<file path="src/rtl/instr_fetch_unit_if.sv">
// -----------------------------------------------------------------------------
// instr_fetch_unit_if
// Bundles the instruction-fetch unit's external handshakes:
//   - instruction memory : imem_req/imem_addr (out), imem_ack/imem_rdata (in)
//   - decode stage       : ir_valid/ir/ir_pc/opcode/rd/rs/imm (out), ir_ready (in)
//   - execute redirect   : redirect/redirect_pc (in)
// Modport 'master' is the fetch unit's view; 'slave' is the memory/decode/
// execute side.
// -----------------------------------------------------------------------------
interface instr_fetch_unit_if #(
   parameter int ADDR_W = 8
);
   logic              imem_req;
   logic [ADDR_W-1:0] imem_addr;
   logic              imem_ack;
   logic [7:0]        imem_rdata;
   logic              ir_valid;
   logic              ir_ready;
   logic [7:0]        ir;
   logic [3:0]        opcode;
   logic [1:0]        rd;
   logic [1:0]        rs;
   logic [3:0]        imm;
   logic [ADDR_W-1:0] ir_pc;
   logic              redirect;
   logic [ADDR_W-1:0] redirect_pc;

   modport master (
      output imem_req, imem_addr, ir_valid, ir, opcode, rd, rs, imm, ir_pc,
      input  imem_ack, imem_rdata, ir_ready, redirect, redirect_pc
   );

   modport slave (
      input  imem_req, imem_addr, ir_valid, ir, opcode, rd, rs, imm, ir_pc,
      output imem_ack, imem_rdata, ir_ready, redirect, redirect_pc
   );
endinterface

</file>
<file path="src/rtl/instr_fetch_unit.sv">
// -----------------------------------------------------------------------------
// instr_fetch_unit
// Front end of the 8-bit core: fetches one instruction byte per req/ack
// transaction, holds it in the instruction register and offers it to decode
// with a valid/ready handshake. A redirect from execute (taken jmp/je)
// overrides everything except reset.
// Ports:
//   clk    - system clock, rising edge
//   rst_n  - asynchronous active-low reset
//   bus    - instr_fetch_unit_if.master (memory, decode and redirect signals)
// -----------------------------------------------------------------------------
module instr_fetch_unit #(
   parameter int                ADDR_W   = 8,
   parameter logic [ADDR_W-1:0] RESET_PC = '0
) (
   input  logic                clk,
   input  logic                rst_n,
   instr_fetch_unit_if.master  bus
);

   typedef enum logic {
      S_FETCH = 1'b0,
      S_ISSUE = 1'b1
   } state_e;

   state_e            state_q, state_d;
   logic [ADDR_W-1:0] pc_q, pc_d;
   logic [7:0]        ir_q, ir_d;
   logic [ADDR_W-1:0] ir_pc_q, ir_pc_d;
   logic              ir_valid_q, ir_valid_d;
   logic              req_q, req_d;

   // Next-state logic. The request is a separate flop (rather than decoded
   // from state) so it is low during reset even though reset state is FETCH.
   always_comb begin
      state_d    = state_q;
      pc_d       = pc_q;
      ir_d       = ir_q;
      ir_pc_d    = ir_pc_q;
      ir_valid_d = ir_valid_q;

      unique case (state_q)
         S_FETCH: begin
            // ack without an outstanding request is ignored
            if (req_q && bus.imem_ack) begin
               ir_d       = bus.imem_rdata;
               ir_pc_d    = pc_q;
               pc_d       = pc_q + ADDR_W'(1);
               ir_valid_d = 1'b1;
               state_d    = S_ISSUE;
            end
         end
         S_ISSUE: begin
            if (ir_valid_q && bus.ir_ready) begin
               ir_valid_d = 1'b0;
               state_d    = S_FETCH;
            end
         end
         default: state_d = S_FETCH;
      endcase

      // Redirect wins over any same-cycle fetch or issue: a byte acked this
      // cycle is dropped and ir/ir_pc keep their previous contents.
      if (bus.redirect) begin
         pc_d       = bus.redirect_pc;
         ir_d       = ir_q;
         ir_pc_d    = ir_pc_q;
         ir_valid_d = 1'b0;
         state_d    = S_FETCH;
      end

      req_d = (state_d == S_FETCH);
   end

   always_ff @(posedge clk or negedge rst_n) begin
      if (!rst_n) begin
         state_q    <= S_FETCH;
         pc_q       <= RESET_PC;
         ir_q       <= '0;
         ir_pc_q    <= RESET_PC;
         ir_valid_q <= 1'b0;
         req_q      <= 1'b0;
      end else begin
         state_q    <= state_d;
         pc_q       <= pc_d;
         ir_q       <= ir_d;
         ir_pc_q    <= ir_pc_d;
         ir_valid_q <= ir_valid_d;
         req_q      <= req_d;
      end
   end

   assign bus.imem_req  = req_q;
   assign bus.imem_addr = pc_q;
   assign bus.ir_valid  = ir_valid_q;
   assign bus.ir        = ir_q;
   assign bus.ir_pc     = ir_pc_q;
   assign bus.opcode    = ir_q[7:4];
   assign bus.rd        = ir_q[3:2];
   assign bus.rs        = ir_q[1:0];
   assign bus.imm       = ir_q[3:0];

endmodule
</file>
<file path="src/flat_wrapper.sv">
// flat-port wrapper written by rule: the top's interface ports become plain ports
module instr_fetch_unit_flat 
#(
   parameter int                ADDR_W   = 8,
   parameter logic [ADDR_W-1:0] RESET_PC = '0
)
  (clk, rst_n, bus_imem_req, bus_imem_addr, bus_ir_valid, bus_ir, bus_opcode, bus_rd, bus_rs, bus_imm, bus_ir_pc, bus_imem_ack, bus_imem_rdata, bus_ir_ready, bus_redirect, bus_redirect_pc);
  instr_fetch_unit_if #(.ADDR_W(ADDR_W)) bus_i ();
  input  logic clk;
  input  logic rst_n;
  output wire logic [$bits(bus_i.imem_req)-1:0] bus_imem_req;
  output wire logic [$bits(bus_i.imem_addr)-1:0] bus_imem_addr;
  output wire logic [$bits(bus_i.ir_valid)-1:0] bus_ir_valid;
  output wire logic [$bits(bus_i.ir)-1:0] bus_ir;
  output wire logic [$bits(bus_i.opcode)-1:0] bus_opcode;
  output wire logic [$bits(bus_i.rd)-1:0] bus_rd;
  output wire logic [$bits(bus_i.rs)-1:0] bus_rs;
  output wire logic [$bits(bus_i.imm)-1:0] bus_imm;
  output wire logic [$bits(bus_i.ir_pc)-1:0] bus_ir_pc;
  input wire logic [$bits(bus_i.imem_ack)-1:0] bus_imem_ack;
  input wire logic [$bits(bus_i.imem_rdata)-1:0] bus_imem_rdata;
  input wire logic [$bits(bus_i.ir_ready)-1:0] bus_ir_ready;
  input wire logic [$bits(bus_i.redirect)-1:0] bus_redirect;
  input wire logic [$bits(bus_i.redirect_pc)-1:0] bus_redirect_pc;
  assign bus_imem_req = bus_i.imem_req;
  assign bus_imem_addr = bus_i.imem_addr;
  assign bus_ir_valid = bus_i.ir_valid;
  assign bus_ir = bus_i.ir;
  assign bus_opcode = bus_i.opcode;
  assign bus_rd = bus_i.rd;
  assign bus_rs = bus_i.rs;
  assign bus_imm = bus_i.imm;
  assign bus_ir_pc = bus_i.ir_pc;
  assign bus_i.imem_ack = bus_imem_ack;
  assign bus_i.imem_rdata = bus_imem_rdata;
  assign bus_i.ir_ready = bus_ir_ready;
  assign bus_i.redirect = bus_redirect;
  assign bus_i.redirect_pc = bus_redirect_pc;
  instr_fetch_unit #(.ADDR_W(ADDR_W), .RESET_PC(RESET_PC)) u_core (.clk(clk), .rst_n(rst_n), .bus(bus_i));
endmodule
</file>
<file path="config.mk">
export PLATFORM = sky130hd
export DESIGN_NAME = instr_fetch_unit_flat
export DESIGN_NICKNAME = d
export VERILOG_FILES = /design/src/rtl/instr_fetch_unit_if.sv /design/src/rtl/instr_fetch_unit.sv /design/src/flat_wrapper.sv
export SDC_FILE = /design/constraint.sdc
export NUM_CORES = 1
export LEC_CHECK = 0
export CAP_MARGIN = 20
export CELL_PAD_IN_SITES_DETAIL_PLACEMENT = 0
export CELL_PAD_IN_SITES_GLOBAL_PLACEMENT = 1
export CORE_MARGIN = 1
export CORE_UTILIZATION = 30
export CTS_CLUSTER_SIZE = 40
export DETAILED_ROUTE_END_ITERATION = 6
export GPL_TIMING_DRIVEN = 0
export PLACE_DENSITY = 0.76
export SETUP_SLACK_MARGIN = 0.2
export SLEW_MARGIN = 25
export SYNTH_ARGS = -nofsm -noshare
export SYNTH_HDL_FRONTEND = slang
export SYNTH_SLANG_ARGS = --single-unit
</file>
<file path="constraint.sdc">
create_clock -name clk -period 1.75 [get_ports clk]
set_input_delay 0.525 -clock clk [delete_from_list [all_inputs] [get_ports clk]]
set_output_delay 0.525 -clock clk [all_outputs]
set_load 0.03 [all_outputs]
</file>
Yosys cells after proc, flatten, opt, wreduce, memory -nomap -nowiden:

Cells that the tools add are included.
Widths: inputs -> output; s select.

* add/sub/neg operators: 1
* equality and inequality tests: 3
* mux-type cells: 11
* bitwise operators: 3
* reductions and logical operators: 6

Operators with widths (count)
* $mux 8: 3
* $add 8x1->8 const B: 1
* $mux 1: 6
* $pmux 1 s2: 2
* $reduce_and 2->1: 2
* $ne 3x2->1 const B: 1
* $ne 3x3->1 const B: 1
* $not 1->1: 3
* $reduce_and 3->1: 1
* $logic_and 1x1->1: 2
* $ne 2x2->1 const B: 1
* $reduce_bool 2->1: 1

* output and inout bits: 38
* input bits: 21
* bits in registers: 27
* logic and storage cells: 30

Depth between registers and ports, before layout:

* depth in word-level cells: 5
* gate-level depth with buffers: 4
* depth with buffers taken out: 4

Worst setup path after synthesis:

Ideal clock, no wire load.

* path kind: flip-flop to flip-flop
* start point: register u_core.req_q (netlist: u_core.bus.imem_req)
* end point: register u_core.ir_q[4] (netlist: u_core.bus.ir[4])
* slack: 146 ps
* library setup time: 125 ps
* buffers on the path: 1
* clock period less this slack: 1604 ps
* arrival time: 1479 ps
* stages on the path, launching flop included: 5
* data required time: 1625 ps
* cell sequence: dfrtp_1 nand3b_4 nor2_4 buf_4 mux2_2

* longest elaborated chain between the ends: 2

RTL lines
* from (decl): line instr_fetch_unit.sv:31 `logic req_q, req_d;`
* from (signal assigned): line instr_fetch_unit.sv:89 `req_q <= req_d;`
* $logic_and 1x1->1: line instr_fetch_unit.sv:45 `if (req_q && bus.imem_ack) begin`
* $reduce_and 3->1 (no line)
* to (signal assigned): line instr_fetch_unit.sv:86 `ir_q <= ir_d;`
* to (decl): line instr_fetch_unit.sv:28 `logic [7:0] ir_q, ir_d;`

Every way passes these cells.
A chain may end at the register's enable or synchronous reset.

Final worst setup path:

* start point: register u_core.pc_q[2] (netlist: u_core.bus.imem_addr[2])
* end point: output port bus_imem_addr[2]

RTL lines
* from (decl): line instr_fetch_unit.sv:27 `logic [ADDR_W-1:0] pc_q, pc_d;`
* from (signal assigned): line instr_fetch_unit.sv:85 `pc_q <= pc_d;`
* to (decl): line flat_wrapper.sv:12 `output wire logic [$bits(bus_i.imem_addr)-1:0] bus_imem_addr;`

No word-level cell between the ends.

==> flow_summary_export.csv <==
group,metric,value,unit
sta,final.min_clock_period,1.556,ns
power_and_ir_drop,power_leakage,0.8656,nW
yosys,netlist_area,1289,um^2
worst_setup_path,cp_top_family,"flip-flops",
sta,final_setup_violations,0,
route,detailedRoute.firstIterationViolations,7,
worst_setup_path,cpPeakStageDelay,0.46,ns
clocking,cts_buffers,3,
route,remaining_drc_errors,0,
grt,grt_pass1_wl,4519,um
power_and_ir_drop,p_clk_frac,0.150,
place,port_buffers,57,
die,core-area,4058,um^2
grt,grt_util_all_layers,0.1327,
cells_and_area,final_layout_size_suffix_gt1_frac,0.5230,
route,route.vias.total,1050,
die,floorplan.die_area,4562,um^2
worst_setup_path,cp_startpoint_kind,"flip-flop",
clocking,clock_tree.buffer_depth,2,
grt,grt_start_max_net_pins,28,
yosys,post_synth_inst_count,105,
place,dpl-instance-area,1921,um^2
cells_and_area,layout.cells.most_common_list,"buf_4, dfrtp_1, clkdlybuf4s50_1, buf_2, mux2_2",
power_and_ir_drop,power.share.switching,0.4041,
worst_setup_path,worst-path-max-fanout,4,
cells_and_area,most_common_library_cell_in_the_layout_ignoring_fill_and_taps,"buf_4",
sta,fmaxAchievable,642.5,MHz
worst_setup_path,cp_num_buf_inv,1,
cells_and_area,n_fill_cell,372,
grt,grt.overflow.total,0,
sta,grt_setup_unrepaired,"yes",
yosys,synth_area_per_cell,12.27,um^2
clocking,cts_tree,"built",
power_and_ir_drop,power.density,1222,nW/um^2
grt,antenna_found_initial,0,
cells_and_area,final_design_instance_area_without_fill,1934,um^2
die,die_h,67.54,um
cells_and_area,insertedDiodeCount,0,
worst_setup_path,crit_path_top_delay_cell,"dfrtp_2",
clocking,cts_htree_levels,1,
route,post_drt_wl_per_cell,13.29,um
worst_setup_path,worst-r2r-setup-slack,0.29,ns
sta,hold_viol_final,0,
flow_run,drv.max_cap_violation_count,0,
die,die_width,67.54,um
cells_and_area,layout_overhead_on_the_synthesized_area,50.10,%
yosys,post_synth_main_area_contributors,"dfrtp_1, mux2_2, buf_4, nand2_1, nand4b_4",
yosys,ys_warn_count,0,
route,wl,2976,um
route,viasPerCell,4.688,
grt,via_count_of_the_first_global_routing_pass,991,
worst_setup_path,critical_path.endpoint_type,"output port",
worst_setup_path,worst-endpoint-arrival,1.03,ns
die,initial_utilization,0.3176,
sta,layout_worst_path_cycle_share,0.8894,
worst_setup_path,crit_type,"reg2out",
yosys,netlist.top_cell.by_area,"dfrtp_1",
die,boundaryPins,59,
yosys,synth_top_area_share,0.5243,
yosys,synth_fp_nets,127,
sta,relative_max_transition_margin,0.6099,
place,half_perimeter_wire_length_of_the_detailed_placement_result,2166,um
yosys,synth_seq_area_share,0.5243,
sta,worst-slew-pin-transition,0.5852,ns
die,core.rowCount,23,
clocking,clkLatencyLatePin,0.27,ns
power_and_ir_drop,combinational_power_share,0.478,
clocking,cts_num_sinks,27,
worst_setup_path,crit_chain,"clkdlybuf4s15_2",
cells_and_area,sequential_cell_area,684.4,um^2
route,drt-pass1-iter-count,3,
cells_and_area,finalNetCount,197,
power_and_ir_drop,intPower,0.001409,W
cells_and_area,final_core_util,0.4767,
clocking,cts_root_buffer,"clkbuf_8",
sta,skew_final,0.005254,ns
clocking,clkSlewWorstSetupHoldPaths,0.09,ns
power_and_ir_drop,portion_of_total_power_attributed_to_sequential_cells,0.372,
worst_setup_path,cp_data_required_time,1.22,ns
power_and_ir_drop,netSwitchingPower,0.0009552,W
power_and_ir_drop,worst_ir_drop_vdd,0.0004216,V
route,ant_nets,0,
yosys,synth.ff_latch_count,27,
hold_path,hold_class,"in2async",
sta,report.final.slew_viol_count,0,
place,gpl.final_weighted_congestion,0.8616,
yosys,yosys.cell_types.count,31,
cells_and_area,multi_input_area,504.2,um^2
run_status,outcome,"finished, final reports clean",
## registers in the layout, summed over array words and instances, names as in the netlist
signal and flops:
u_core.bus.imem_addr 8, u_core.bus.ir 8, u_core.bus.ir_pc 8, u_core.bus.imem_req 1, u_core.bus.ir_valid 1, u_core.state_q 1
## logic make-up after synthesis
group	after synthesis	synth area share
XOR/XNOR	2	0.01359
buffers and inverters	16	0.08446
AND/OR/NAND/NOR	28	0.1398
flip-flops	27	0.5243
adder cells (fa/ha/maj)	1	0.009707
multiplexers	17	0.1476
AO/OA/AOI/OAI	14	0.08058
## routing by layer
metal | up-vias | track usage | part of all wire
li1 | 507 | - | -
met1 | 498 | 0.1647 | 0.41
met2 | 43 | 0.2290 | 0.51
met3 | 2 | 0.02196 | 0.075
met4 | 0 | 0.04787 | 0.0027
met5 | - | 0 | 0
## Yosys cell counts
| cell | n |
|---|---|
| a21o_1 | 1 |
| a21oi_1 | 1 |
| a221o_1 | 1 |
| a311oi_1 | 1 |
| a31oi_1 | 1 |
| buf_4 | 13 |
| clkbuf_1 | 2 |
| dfrtp_1 | 27 |
| ha_1 | 1 |
| inv_1 | 1 |
| mux2_2 | 16 |
| mux2i_1 | 1 |
| nand2_1 | 11 |
| nand2b_1 | 1 |
| nand3_1 | 3 |
| nand3b_4 | 1 |
| nand4_1 | 1 |
| nand4b_1 | 1 |
| nand4b_4 | 1 |
| nor2_1 | 2 |
| nor2_4 | 1 |
| nor2b_1 | 1 |
| nor3_1 | 1 |
| nor4_1 | 1 |
| o211ai_1 | 2 |
| o21ai_0 | 3 |
| o311a_2 | 1 |
| o31a_1 | 2 |
| o31ai_1 | 1 |
| or4_1 | 3 |
| xor2_1 | 2 |
## per-stage QoR
step | worst slack, ns | total power (W) | TNS [ns] | hold WS [ns] | cells
final | 0.1936 | 0.002364 | 0 | 0.2468 | 224
after global routing | 0.1701 | 0.002499 | 0 | 0.2927 | 224
after CTS | 0.1554 | 0.002366 | 0 | 0.2674 | 218
after detailed placement | -0.5154 | 0.002133 | -8.239 | 0.4957 | 212
after global placement | -0.4944 | 0.002110 | -13.69 | 0.4918 | 212
after floorplan | 0.2151 | 0.001598 | 0 | 0.2294 | 105
## path summary, 6_finish.rpt
| kind | startpoint | depth (start not counted) | to |
|---|---|---|---|
| min | rst_n | 1 | u_core.bus.ir_pc[4]$_DFFE_PN0P_ |
| min in group clk | u_core.bus.ir_pc[6]$_DFFE_PN0P_ | 1 | u_core.bus.ir_pc[6]$_DFFE_PN0P_ |
| min reg2reg | u_core.bus.ir_pc[6]$_DFFE_PN0P_ | 1 | u_core.bus.ir_pc[6]$_DFFE_PN0P_ |
| max in group asynchronous | rst_n | 1 | u_core.bus.imem_addr[4]$_DFFE_PN0P_ |
| max | u_core.bus.imem_addr[2]$_DFFE_PN0P_ | 1 | bus_imem_addr[2] |
| max reg2reg | u_core.bus.imem_addr[2]$_DFFE_PN0P_ | 4 | u_core.bus.imem_addr[6]$_DFFE_PN0P_ |
## power by group through the flow
stage                     logic (W)  clock network, W  registers [W]
after floorplan            0.000453                 0        0.00115
after global placement      0.00122                 0       0.000889
after detailed placement    0.00123                 0       0.000900
after CTS                   0.00111          0.000372       0.000887
after global routing        0.00120          0.000394       0.000906
final                       0.00113          0.000355       0.000880
## repair_timing
item                       4_1_cts  5_1_grt
setup endpoints to repair       59       30
buffers inserted                 2        6
hold buffers                     0        0
resized for setup              149       30
pin swaps                        1        1
## cell type report
| cell class | count | share of cell area |
|---|---|---|
| flip-flops and latches | 27 | 0.3538 |
| inverters | 1 | 0.001940 |
| plain buffers | 15 | 0.05433 |
| clock inverters | 1 | 0.003881 |
| well taps | 50 | 0.03234 |
| clock buffers | 3 | 0.02135 |
| multi-input cells | 62 | 0.2607 |
| repair buffers | 65 | 0.2717 |
Note: power is estimated with default switching activity, not from simulation.
